<file path="src/rtl/mem_pkg.sv">
// Shared load/store definitions: access size codes, unit FSM states and the
// bytes-per-access helper.
package mem_pkg;

    localparam int unsigned NB_BYTE  = 8;
    localparam int unsigned NB_COUNT = 3;

    // Size codes shared with the data memory addressing scheme
    localparam logic [1:0] SIZE_WORD = 2'b00;
    localparam logic [1:0] SIZE_HALF = 2'b01;
    localparam logic [1:0] SIZE_BYTE = 2'b11;

    typedef enum logic [1:0] {
        ST_IDLE   = 2'b00,
        ST_ACCESS = 2'b01,
        ST_DONE   = 2'b10
    } state_t;

    function automatic logic [NB_COUNT-1:0] byte_count(input logic [1:0] size);
        logic [NB_COUNT-1:0] n;
        case (size)
            SIZE_WORD: n = 3'd4;
            SIZE_HALF: n = 3'd2;
            default:   n = 3'd1;
        endcase
        return n;
    endfunction

endpackage

</file>
<file path="src/rtl/mem_access_unit_load_extender.sv">
// Sign/zero extension of an assembled load word; also used by writeback.
module load_extender
    import mem_pkg::*;
(
    input  logic [31:0] data,
    input  logic [1:0]  size,
    input  logic        is_unsigned,
    output logic [31:0] ext_data_c
);

    always_comb begin
        ext_data_c = data;
        case (size)
            SIZE_BYTE: ext_data_c = {{24{~is_unsigned & data[7]}}, data[7:0]};
            SIZE_HALF: ext_data_c = {{16{~is_unsigned & data[15]}}, data[15:0]};
            default:   ext_data_c = data;
        endcase
    end

endmodule

</file>
<file path="src/rtl/mem_access_unit.sv">
// Load/store initiator: serialises word/half/byte requests into little-endian
// single-byte memory accesses and reassembles loads.
module mem_access_unit
    import mem_pkg::*;
#(
    parameter int unsigned NB_DATA    = 32,
    parameter int unsigned N_ADDRESS  = 64,
    parameter int unsigned NB_ADDRESS = $clog2(N_ADDRESS)
) (
    input  logic                  i_clk,
    input  logic                  i_rst,
    input  logic                  i_req_valid,
    output logic                  o_req_ready,
    input  logic                  i_req_we,
    input  logic [1:0]            i_req_size,
    input  logic                  i_req_unsigned,
    input  logic [NB_ADDRESS-1:0] i_req_addr,
    input  logic [NB_DATA-1:0]    i_req_wdata,
    output logic                  o_rsp_valid,
    output logic [NB_DATA-1:0]    o_rsp_rdata,
    output logic                  o_rsp_err,
    output logic [NB_ADDRESS-1:0] o_mem_addr,
    output logic                  o_mem_r_en,
    output logic                  o_mem_w_en,
    output logic [NB_BYTE-1:0]    o_mem_w_data,
    input  logic [NB_BYTE-1:0]    i_mem_r_data
);

    localparam int unsigned NB_SUM = NB_ADDRESS + 1;

    state_t                state_q, state_d;
    logic [1:0]            k_q, k_d;
    logic                  we_q, we_d;
    logic [1:0]            size_q, size_d;
    logic                  uns_q, uns_d;
    logic [NB_ADDRESS-1:0] addr_q, addr_d;
    logic [NB_DATA-1:0]    wdata_q, wdata_d;
    logic [NB_DATA-1:0]    asm_q, asm_d;
    logic                  err_q, err_d;

    logic                  req_ready_d, rsp_valid_d, rsp_err_d;
    logic [NB_DATA-1:0]    rsp_rdata_d;
    logic [NB_ADDRESS-1:0] mem_addr_d;
    logic                  mem_r_en_d, mem_w_en_d;
    logic [NB_BYTE-1:0]    mem_w_data_d;
    logic [NB_SUM-1:0]     addr_sum;
    logic [NB_DATA-1:0]    ext_c;

    load_extender u_load_extender (
        .data        (asm_d),
        .size        (size_d),
        .is_unsigned (uns_d),
        .ext_data_c  (ext_c)
    );

    always_ff @(posedge i_clk or posedge i_rst) begin
        if (i_rst) state_q <= ST_IDLE;
        else       state_q <= state_d;
    end

    // Next state, request latching and load assembly; outputs are then
    // decoded from the next-state view so they can be registered.
    always_comb begin
        state_d = state_q;
        k_d     = k_q;
        we_d    = we_q;
        size_d  = size_q;
        uns_d   = uns_q;
        addr_d  = addr_q;
        wdata_d = wdata_q;
        asm_d   = asm_q;
        err_d   = err_q;

        case (state_q)
            ST_IDLE: begin
                if (i_req_valid) begin
                    we_d    = i_req_we;
                    size_d  = i_req_size;
                    uns_d   = i_req_unsigned;
                    addr_d  = i_req_addr;
                    wdata_d = i_req_wdata;
                    asm_d   = '0;
                    k_d     = '0;
                    err_d   = (i_req_size == 2'b10)
                           || (i_req_size == SIZE_WORD && i_req_addr[1:0] != 2'b00)
                           || (i_req_size == SIZE_HALF && i_req_addr[0]);
                    state_d = err_d ? ST_DONE : ST_ACCESS;
                end
            end
            ST_ACCESS: begin
                if (!we_q) asm_d[{k_q, 3'b000} +: NB_BYTE] = i_mem_r_data;
                if (NB_COUNT'(k_q) == byte_count(size_q) - 3'd1) state_d = ST_DONE;
                else                                              k_d = k_q + 2'd1;
            end
            ST_DONE: state_d = ST_IDLE;
            default: state_d = ST_IDLE;
        endcase

        addr_sum = NB_SUM'(addr_d) + NB_SUM'(k_d);
        if (addr_sum >= NB_SUM'(N_ADDRESS)) addr_sum = addr_sum - NB_SUM'(N_ADDRESS);

        req_ready_d  = (state_d == ST_IDLE);
        mem_r_en_d   = (state_d == ST_ACCESS) && !we_d;
        mem_w_en_d   = (state_d == ST_ACCESS) && we_d;
        mem_addr_d   = (state_d == ST_ACCESS) ? addr_sum[NB_ADDRESS-1:0] : '0;
        mem_w_data_d = mem_w_en_d ? wdata_d[{k_d, 3'b000} +: NB_BYTE] : '0;
        rsp_valid_d  = (state_d == ST_DONE);
        rsp_err_d    = (state_d == ST_DONE) && err_d;
        rsp_rdata_d  = ((state_d == ST_DONE) && !err_d && !we_d) ? ext_c : '0;
    end

    always_ff @(posedge i_clk or posedge i_rst) begin
        if (i_rst) begin
            k_q          <= '0;
            we_q         <= 1'b0;
            size_q       <= SIZE_WORD;
            uns_q        <= 1'b0;
            addr_q       <= '0;
            wdata_q      <= '0;
            asm_q        <= '0;
            err_q        <= 1'b0;
            o_req_ready  <= 1'b1;
            o_rsp_valid  <= 1'b0;
            o_rsp_err    <= 1'b0;
            o_rsp_rdata  <= '0;
            o_mem_addr   <= '0;
            o_mem_r_en   <= 1'b0;
            o_mem_w_en   <= 1'b0;
            o_mem_w_data <= '0;
        end else begin
            k_q          <= k_d;
            we_q         <= we_d;
            size_q       <= size_d;
            uns_q        <= uns_d;
            addr_q       <= addr_d;
            wdata_q      <= wdata_d;
            asm_q        <= asm_d;
            err_q        <= err_d;
            o_req_ready  <= req_ready_d;
            o_rsp_valid  <= rsp_valid_d;
            o_rsp_err    <= rsp_err_d;
            o_rsp_rdata  <= rsp_rdata_d;
            o_mem_addr   <= mem_addr_d;
            o_mem_r_en   <= mem_r_en_d;
            o_mem_w_en   <= mem_w_en_d;
            o_mem_w_data <= mem_w_data_d;
        end
    end

endmodule

</file>
<file path="config.mk">
export PLATFORM = sky130hd
export DESIGN_NAME = mem_access_unit
export DESIGN_NICKNAME = d
export VERILOG_FILES = /design/src/rtl/mem_pkg.sv /design/src/rtl/mem_access_unit_load_extender.sv /design/src/rtl/mem_access_unit.sv
export SDC_FILE = /design/constraint.sdc
export NUM_CORES = 1
export LEC_CHECK = 0
export BUFFER_PORTS_ARGS = -buffer_cell sky130_fd_sc_hd__buf_2
export CORE_MARGIN = 3
export CORE_UTILIZATION = 55
export CTS_CLUSTER_SIZE = 8
export DETAILED_ROUTE_END_ITERATION = 10
export HOLD_SLACK_MARGIN = 0.15
export PLACE_DENSITY = 0.79
export REMOVE_ABC_BUFFERS = 1
export SLEW_MARGIN = 15
export SYNTH_ARGS = -nofsm -noshare
export SYNTH_HDL_FRONTEND = slang
export SYNTH_SLANG_ARGS = --single-unit
</file>
<file path="constraint.sdc">
create_clock -name i_clk -period 4.8 [get_ports i_clk]
set_input_delay 0.72 -clock i_clk [delete_from_list [all_inputs] [get_ports i_clk]]
set_output_delay 0.72 -clock i_clk [all_outputs]
set_load 0.02 [all_outputs]
</file>
Word level (Yosys, flattened, before mapping)
Index checks and enable logic that the tools add are counted.

$add $sub $neg: 5. Multipliers: 0. Div/mod/pow operators: 0. Magnitude comparators: 1. Equality and inequality tests: 9. Shifts and indexed selects: 3. Muxes and demuxes: 30. Bitwise logic cells: 3. Reductions and logical operators: 16.

Operators with widths (count): 32-bit two-way mux (5); 32-bit one-hot mux with 2 select lines (2); 32-bit bitwise mux (1); 8-bit by 7-bit variable shift with 32-bit output (first input constant) (1); 32-bit by 6-bit indexed part select with 8-bit output (1); 8-bit by 7-bit indexed part select with 32-bit output (1); 6-bit two-way mux (4); 2-bit two-way mux (7); 2-bit by 1-bit equality test with 1-bit output (second input constant) (5); 2-bit zero test (4); 8-bit two-way mux (1); 2-bit one-hot mux with 2 select lines (2); 6-bit by 2-bit adder with 7-bit output (1); 7-bit greater-or-equal comparator (second input constant) (1); 1-bit logical AND (7); 5-bit negation with 7-bit output (1); 2-bit equality test (second input constant) (3); 1-bit two-way mux (6); 3-bit one-hot mux with 2 select lines (1); 6-bit by 1-bit subtractor with 6-bit output (second input constant) (1); 2-bit by 3-bit equality test with 1-bit output (1); 3-bit two-way mux (1); 3-bit by 1-bit subtractor with 3-bit output (second input constant) (1); 2-bit by 1-bit adder with 2-bit output (second input constant) (1); other kinds (5) (8).

Flip-flop bits (word level): 130. Bits in latches: 0. Memory bits (writable): 0. Bits in read-only memories: 0. Bits of input ports: 53. Output and inout bits: 51. Logic and storage cells: 84. Memories: 0.

Depth between registers and ports, before layout
Gate-level depths: netlist of run 1.

Depth in word-level cells: 11. Mapped depth: 13. Gate-level depth less buffers: 10.

Hierarchy
Synthesis of run 1 repeated with hierarchy kept, for this count alone.

Cells, all modules: 431. Area total of the unflattened synthesis: 5637.9 sq um.

Modules (own cells, without submodules): mem_access_unit (times used 1, cells an instance 373, area an instance 5192.5 sq um, seq. area each 3254.4 sq um); load_extender (times used 1, cells an instance 58, area an instance 445.4 sq um, seq. area each 0.0 sq um).

Worst setup path before layout of run 1
OpenSTA, ideal clock, no wires.

Path type: input to register. From: input i_req_valid. To: register o_mem_addr[5]. Library setup time: 0.079 ns. Arrival: 2.889 ns. Required time: 4.721 ns. Path slack: 1.832 ns. Stages: 12. Path buffers: 4. Cell sequence: nor3b_4 > buf_6 > buf_4 > buf_2 > buf_1 > nand2_1 > nand2_1 > ha_1 > inv_1 > maj3_2 > or4_1 > a21oi_1.

Word-level cells in the longest chain between the ends: 6. Elaborated cells between the ends (all ways): 12. Classes of those cells: 2 x add/sub; 1 x order compare; 1 x eq/ne; 8 x mux.

RTL lines: start, declared (RTL line mem_access_unit.sv:12) `input logic i_req_valid,`; 6-bit two-way mux * (RTL line mem_access_unit.sv:76) `if (i_req_valid) begin`; 6-bit two-way mux * (RTL line mem_access_unit.sv:74) `case (state_q)`; named net addr_d[0] (RTL line mem_access_unit.sv:36) `logic [NB_ADDRESS-1:0] addr_q, addr_d;`; 6-bit by 2-bit adder with 7-bit output * (RTL line mem_access_unit.sv:99) `addr_sum = NB_SUM'(addr_d) + NB_SUM'(k_d);`; 6-bit by 1-bit subtractor with 6-bit output or 7-bit greater-or-equal comparator (tied branches) (RTL line mem_access_unit.sv:100) `if (addr_sum >= NB_SUM'(N_ADDRESS)) addr_sum = addr_sum - NB_SUM'(N_ADDRESS);`; 6-bit two-way mux * (RTL line mem_access_unit.sv:100); 6-bit two-way mux * (RTL line mem_access_unit.sv:105) `mem_addr_d = (state_d == ST_ACCESS) ? addr_sum[NB_ADDRESS-1:0] : '0;`; named net mem_addr_d[5] (RTL line mem_access_unit.sv:43) `logic [NB_ADDRESS-1:0] mem_addr_d;`; end signal, assigned (RTL line mem_access_unit.sv:143) `o_mem_addr <= mem_addr_d;`; end, declared (RTL line mem_access_unit.sv:22) `output logic [NB_ADDRESS-1:0] o_mem_addr,`.

The timed path passes the listed nets; every way through them passes the cells marked *.

Worst setup path after layout of run 1
From: register k_q[0]. To: register o_rsp_rdata[24].

Word-level cells in the longest chain between the ends: 8. Elaborated cells between the ends (all ways): 16. Classes of those cells: 1 x add/sub; 2 x eq/ne; 2 x shift; 7 x mux; 2 x bitwise; 2 x reduce/logical.

RTL lines: start, declared (RTL line mem_access_unit.sv:32) `logic [1:0] k_q, k_d;`; start signal, assigned (RTL line mem_access_unit.sv:131) `k_q <= k_d;`; 5-bit negation with 7-bit output (RTL line mem_access_unit.sv:91) `if (!we_q) asm_d[{k_q, 3'b000} +: NB_BYTE] = i_mem_r_data;`; 8-bit by 7-bit indexed part select with 32-bit output or 8-bit by 7-bit variable shift with 32-bit output (tied branches) (RTL line mem_access_unit.sv:91); 32-bit bitwise mux (RTL line mem_access_unit.sv:91); 32-bit two-way mux (RTL line mem_access_unit.sv:91); 32-bit one-hot mux with 2 select lines (RTL line mem_access_unit.sv:74); 1-bit bitwise AND, on equally long branches (RTL line mem_access_unit_load_extender.sv:15, mem_access_unit_load_extender.sv:14); 32-bit one-hot mux with 2 select lines (RTL line mem_access_unit_load_extender.sv:13) `case (size)`; 32-bit two-way mux * (RTL line mem_access_unit.sv:109) `rsp_rdata_d = ((state_d == ST_DONE) && !err_d && !we_d) ? ext_c : '0;`; named net rsp_rdata_d[24] (RTL line mem_access_unit.sv:42) `logic [NB_DATA-1:0] rsp_rdata_d;`; end signal, assigned (RTL line mem_access_unit.sv:142) `o_rsp_rdata <= rsp_rdata_d;`; end, declared (RTL line mem_access_unit.sv:20) `output logic [NB_DATA-1:0] o_rsp_rdata,`.

Marks and branches as above.

==> results_dict.tcl, run 1 <==
set metrics [dict create \
    rsz0062_at_grt "no" \
    h-tree-depth 4 \
    critPathLaunchType "flop" \
    muxShareOfSynthArea_pct 4.580 \
    grt_pass1_vias 4547 \
    nets 677 \
    cts_hold_buffers 0 \
    synth_edf_count 0 \
    reg2reg_depth 8 \
    fin_ws_ps 1231 \
    cp_cell_sequence "inv_1 -> ha_1 -> nand3b_1 -> nor3_4 -> nand2_1 -> a2111o_1 -> a31o_4 -> nor2_1" \
    start_util_pct 56.75 \
    fp.dieH_um 106.7 \
    antenna_found_initial 0 \
    post_cts_buffers 0 \
    grt_use_total_pct 25.82 \
    num_rows 36 \
    wl_per_cell_um 18.03 \
    post_drt_via_cell_ratio 5.685 \
    cts_resized 0 \
    dieArea_mm2 0.01138 \
    yosysWarnings 0 \
    path_class "flop to flop" \
    io_pins 104 \
    synthTopCellsByArea "dfrtp_1, nand2_1, mux2_2, nor2_1, a21oi_1" \
    hold_viol 0 \
    clk_transition_reported_paths_ps 60 \
    relSlewSlack_pct 37.74 \
    arrival_ps 4020 \
    clock-sinks 130 \
    numCtsBuffers 17 \
    coreArea_mm2 0.009819 \
    critPathTopFamily "simple AND/OR/NAND/NOR gates" \
    finalSetupViolations 0 \
    dr.pass1.iters 5 \
    grt_overflow 0 \
    max_stage_delay_ps 790 \
    worst_path_max_delay_cell "dfrtp_1" \
    root_buffer "clkbuf_8" \
    synth_xor_area_share_pct 0.6062 \
    drv_cap 0 \
    synthSimpleGateAreaFrac_pct 16.79 \
    drc 0 \
    rrSetupSlack_ps 1230 \
    drive_gt1_share_pct 28.30 \
    reg2reg_from "k_q[0]$_DFF_PP0_" \
    dpl_cell_area_mm2 0.006167 \
    ant_nets 0 \
    worstPathRequired_ps 5250 \
    slew_violations 0 \
    gp_congestion 0.8711 \
    synth_top_family_by_area "simple AND/OR/NAND/NOR gates" \
    end_kind "flop" \
    power.density_mw_per_mm2 636.2 \
    syn_area_mm2 0.005573 \
    ys_seq_elements 130 \
    chipWidth_um 106.7 \
    crit_buf_inv 1 \
    final.setup_skew_ps 5.560 \
    fin_area_mm2 0.006815 \
    syn2layout_area_growth_pct 22.29 \
    portBuffers 103 \
    crit_fanout 22 \
    max_freq_mhz 280.2 \
    fin_hold_ws_ps 378.2 \
    dp_cells 732 \
    status "complete, no violations" \
    final_cells 762 \
    synth.distinct_cells 64 \
    num_antenna_cells 0 \
    fin_tns_setup_ps 0 \
    grt_first_pass_wirelength_mm 22.99 \
    dp_slack_ps 1391 \
    synthCells 515 \
    synth_top_area_share_pct 57.93 \
    dp_hpwl_mm 8.778 \
    routed-via-count 4332 \
    cts_tree "built" \
    yosysSeqAreaShare_pct 58.40 \
    syn_avg_cell_area_um2 10.82 \
    routed_wl_mm 13.74 \
    clock_path_buffers 2 \
    ys_async_sr_fraction_pct 100.0 \
    period_share_pct 74.35 \
    initialDrtViolationCount 387 \
    power_leakage_uw 0.003369 \
    grt_max_degree 74 \
    hold_class "input port to async pin" \
    clk_latency_ps 530 \
    ir_drop_v 0.0003042 \
    worst_pin_slew_ps 926.7 \
    r2r_end "o_rsp_rdata[24]$_DFF_PP0_" \
    synth_compound_area_share_pct 14.64 \
    fin_crit_ps 3569 \
    synth.largest_area_cell "dfrtp_1" \
    synthAdderAreaFrac_pct 1.549 \
    synthFlopType "dfrtp_1" \
]
stage by stage:
stage                     utilization (%)  power [µW]
after global routing                69.41        4570
after global placement              62.81        2827
final                               69.41        4336
after floorplan                         -        2489
after detailed placement            62.81        2879
after CTS                           69.41        4333
cell usage after synthesis (3+ instances only):
library cell	n
o22ai_1	6
mux2_2	20
o21ai_0	8
nor2_1	59
buf_2	9
a21boi_0	3
nand2b_1	9
buf_6	3
or2_2	3
clkbuf_1	10
dfrtp_1	129
ha_1	6
o311a_1	3
nor2b_1	13
o211ai_1	8
a22oi_1	10
o221ai_1	3
nand3_1	8
mux2i_1	3
a21oi_1	35
a22o_1	15
o311ai_1	3
o2111ai_1	3
o21ai_1	3
nand2_1	83
inv_1	16
per-layer routing:
metal	wire length, µm	track usage (%)	vias up	share of wire (%)
met2	6729	40.74	194	49
met5	0	0	-	0
met4	304	8.950	0	2.2
met1	5655	35.66	2114	41
li1	-	-	1990	-
met3	1047	5.719	34	7.6
power by group:
part / internal [µW] / total (µW) / switching, µW
Combinational: 501 / 1360 / 858
Sequential: 1380 / 1550 / 168
Clock: 945 / 1430 / 484
Total: 2830 / 4340 / 1510
sequential cells by signal (all words and copies together), names as in the netlist, 2 cells and up:
register,cells
size_q,2
o_mem_w_data,8
o_rsp_rdata,32
o_mem_addr,6
asm_q,32
wdata_q,32
k_q,2
addr_q,6
state_q,2
how the worst max path moves through the flow:
stage | start | endpoint | slack, ps | cells past startpoint
after global routing | k_q[0]$_DFF_PP0_ | o_rsp_rdata[24]$_DFF_PP0_ | 980 | 8
final | k_q[0]$_DFF_PP0_ | o_rsp_rdata[24]$_DFF_PP0_ | 1230 | 8
after CTS | k_q[0]$_DFF_PP0_ | o_rsp_rdata[23]$_DFF_PP0_ | 1280 | 8
after detailed placement | k_q[0]$_DFF_PP0_ | o_rsp_rdata[24]$_DFF_PP0_ | 1390 | 8
after floorplan | i_rst | addr_q[0]$_DFF_PP0_ | 610 | 1
after global placement | k_q[0]$_DFF_PP0_ | o_rsp_rdata[21]$_DFF_PP0_ | 1590 | 8
cells in the final DEF, fill, tap and decap left out, types with 5 or more instances in the layout:
cell	n
dfrtp_1	129
buf_2	103
nand2_1	83
nor2_1	59
a21oi_1	35
mux2_2	20
clkbuf_16	16
inv_1	15
a22o_1	15
nor2b_1	13
a22oi_1	10
nand2b_1	9
o211ai_1	8
o21ai_0	8
nand3_1	8
o22ai_1	6
ha_1	6
bufinv_16	6
buf_4	5
final cells by class:
class,instances,area (µm²)
clock inverter,13,234.0
sequential,130,3254
tap,133,166.4
inverter,17,66.31
clock buffer,17,414.1
multi-input combinational,344,2127
timing repair buffer,108,553.0
fill,738,3004
kinds of logic after synthesis:
group / count (synthesis)
muxes: 23
AOI/OAI and AO/OA: 114
adders and majority gates: 7
and+or+nand+nor: 197
buffers and inverters: 41
xor gates and xnor gates: 3
DFF: 130
Power figures use the tool's default switching activity.
==> run 2, diff against run 1 <==
CORE_UTILIZATION = 50   (was 55)
PLACE_DENSITY = 0.76   (was 0.79)
clock period = 3.1 ns   (was 4.8 ns; I/O delays follow)
==> run 2 against run 1 <==
Effect of this change: critical endpoint is now o_rsp_rdata[25]$_DFF_PP0_; highest routed layer is now met5; worst hold slack worse by 210 ps; non-clock buffer count increased by 7; clock power increased by 45%; sequential cell count unchanged; global-route usage is 3.5 points lower.
==> results_dict.tcl, run 2 (synthesis results as in run 1) <==
set metrics [dict create \
    coreArea_mm2 0.01060 \
    hold_end "wdata_q[22]$_DFF_PP0_" \
    final_util_pct 64.74 \
    relSlewSlack_pct 40.63 \
    period_share_pct 88.80 \
    clk_latency_ps 520 \
    worstPathRequired_ps 3540 \
    clock_path_buffers 2 \
    routed_wl_mm 13.27 \
    critPathLaunchType "flop" \
    hold_class "input port to flop" \
    nets 684 \
    chipWidth_um 111.6 \
    r2r_end "o_rsp_rdata[25]$_DFF_PP0_" \
    final_cells 773 \
    final_common_cell "dfrtp_1" \
    fp.dieH_um 111.6 \
    finalSetupViolations 0 \
    numCtsBuffers 17 \
    power.density_mw_per_mm2 961.7 \
    drc 0 \
    rsz0062_at_grt "no" \
    grt_overflow 0 \
    clk_transition_reported_paths_ps 60 \
    start_util_pct 52.57 \
    reg2reg_depth 8 \
    fin_area_mm2 0.006863 \
    syn2layout_area_growth_pct 23.15 \
    grt_max_degree 75 \
    dpl_cell_area_mm2 0.006228 \
    max_freq_mhz 363.3 \
    power_leakage_uw 0.003397 \
    fin_tns_setup_ps 0 \
    layout_common_cells "dfrtp_1, buf_2, nand2_1" \
    reg2reg_from "k_q[1]$_DFF_PP0_" \
    io_pins 104 \
    worstHoldStart "i_req_wdata[22]" \
    fin_crit_ps 2753 \
    drv_cap 0 \
    cts_tree "built" \
    crit_fanout 16 \
    worst_pin_slew_ps 886.7 \
    initialDrtViolationCount 256 \
    final.setup_skew_ps 6.007 \
    dieArea_mm2 0.01245 \
    root_buffer "clkbuf_8" \
    path_class "flop to flop" \
    rrSetupSlack_ps 350 \
    slew_violations 0 \
    gp_congestion 0.7996 \
    hold_viol 0 \
    ant_nets 0 \
    status "complete, no violations" \
    post_drt_via_cell_ratio 5.603 \
    largestRegisters "asm_q x32, o_rsp_rdata x32, wdata_q x32" \
    wl_per_cell_um 17.17 \
    dp_hpwl_mm 8.984 \
    whs_path_depth 3 \
    routed-via-count 4331 \
    grt_pass1_vias 4495 \
    fillerInstances 790 \
    drive_gt1_share_pct 29.04 \
    ir_drop_v 0.0005685 \
    antenna_found_initial 1 \
    grt_use_total_pct 22.30 \
    clock-sinks 130 \
    dr.pass1.iters 5 \
    end_kind "flop" \
    h-tree-depth 4 \
    dp_cells 741 \
    post_cts_buffers 0 \
    arrival_ps 3190 \
    portBuffers 103 \
    grt_first_pass_wirelength_mm 22.44 \
    num_antenna_cells 0 \
    num_rows 37 \
    cts_resized 0 \
]
-- run 2: cell count changes in the layout (fill, tap and decap cells not counted), sizes merged --
cell,previous run,this run
buf,108,114
bufinv,6,4
clkbuf,17,19
clkinv,2,5
dlygate4sd3,0,1
inv,19,17
-- run 2: cell type report --
type	count	area, µm²	area share [%]
repair buffers	115	620.6	9.043
flip-flops and latches	130	3254	47.42
multi-input cells	344	2127	30.99
inverters	17	66.31	0.9663
clock inverters	12	182.7	2.662
well taps	136	170.2	2.479
clock buffers	19	441.7	6.436
-- run 2: critical path, cell delays in order, from the launching register on --
cell	delay [ps]
dfrtp_1	580
inv_1	200
ha_1	400
nand3b_1	150
nor3_4	320
nand2_1	120
a2111o_1	440
a31o_4	320
nor2_1	150
-- run 2: worst max path at each step --
stage,startpoint,end,slack [ps],cells past startpoint
finish,k_q[1]$_DFF_PP0_,o_rsp_rdata[25]$_DFF_PP0_,350,8
global route,k_q[1]$_DFF_PP0_,o_rsp_rdata[23]$_DFF_PP0_,150,8
CTS,k_q[1]$_DFF_PP0_,o_rsp_rdata[25]$_DFF_PP0_,360,8
global placement,k_q[1]$_DFF_PP0_,o_rsp_rdata[27]$_DFF_PP0_,530,8
detailed placement,k_q[1]$_DFF_PP0_,o_rsp_rdata[25]$_DFF_PP0_,370,8
floorplan,i_rst,addr_q[0]$_DFF_PP0_,-830,1
-- run 2: layer usage --
layer  GRT usage (%)  part of all wire [%]
met5               0                  0.14
met4           7.867                   1.9
met1           29.49                    43
met3           6.141                   6.3
met2           35.67                    49
-- run 2: timing repair --
| action | 4_1_cts | 5_1_grt |
|---|---|---|
| setup endpoints to repair | 0 | 0 |
| hold buffers | 1 | 0 |
| endpoints found under the hold margin | 46 | 0 |
-- run 2: metrics by stage --
step                hold WS, ps  power, µW  setup WS (ps)
finish                    163.6       6600          347.2
global placement          449.6       4416          527.9
global route              157.9       6990          154.3
CTS                       155.2       6606          363.9
floorplan                 433.9       3853         -832.7
detailed placement        452.8       4503          372.6
-- run 2: where the power goes --
group	internal, µW	total [µW]	switching (µW)
clock network	1350	2080	732
registers	2140	2380	241
logic	805	2140	1340
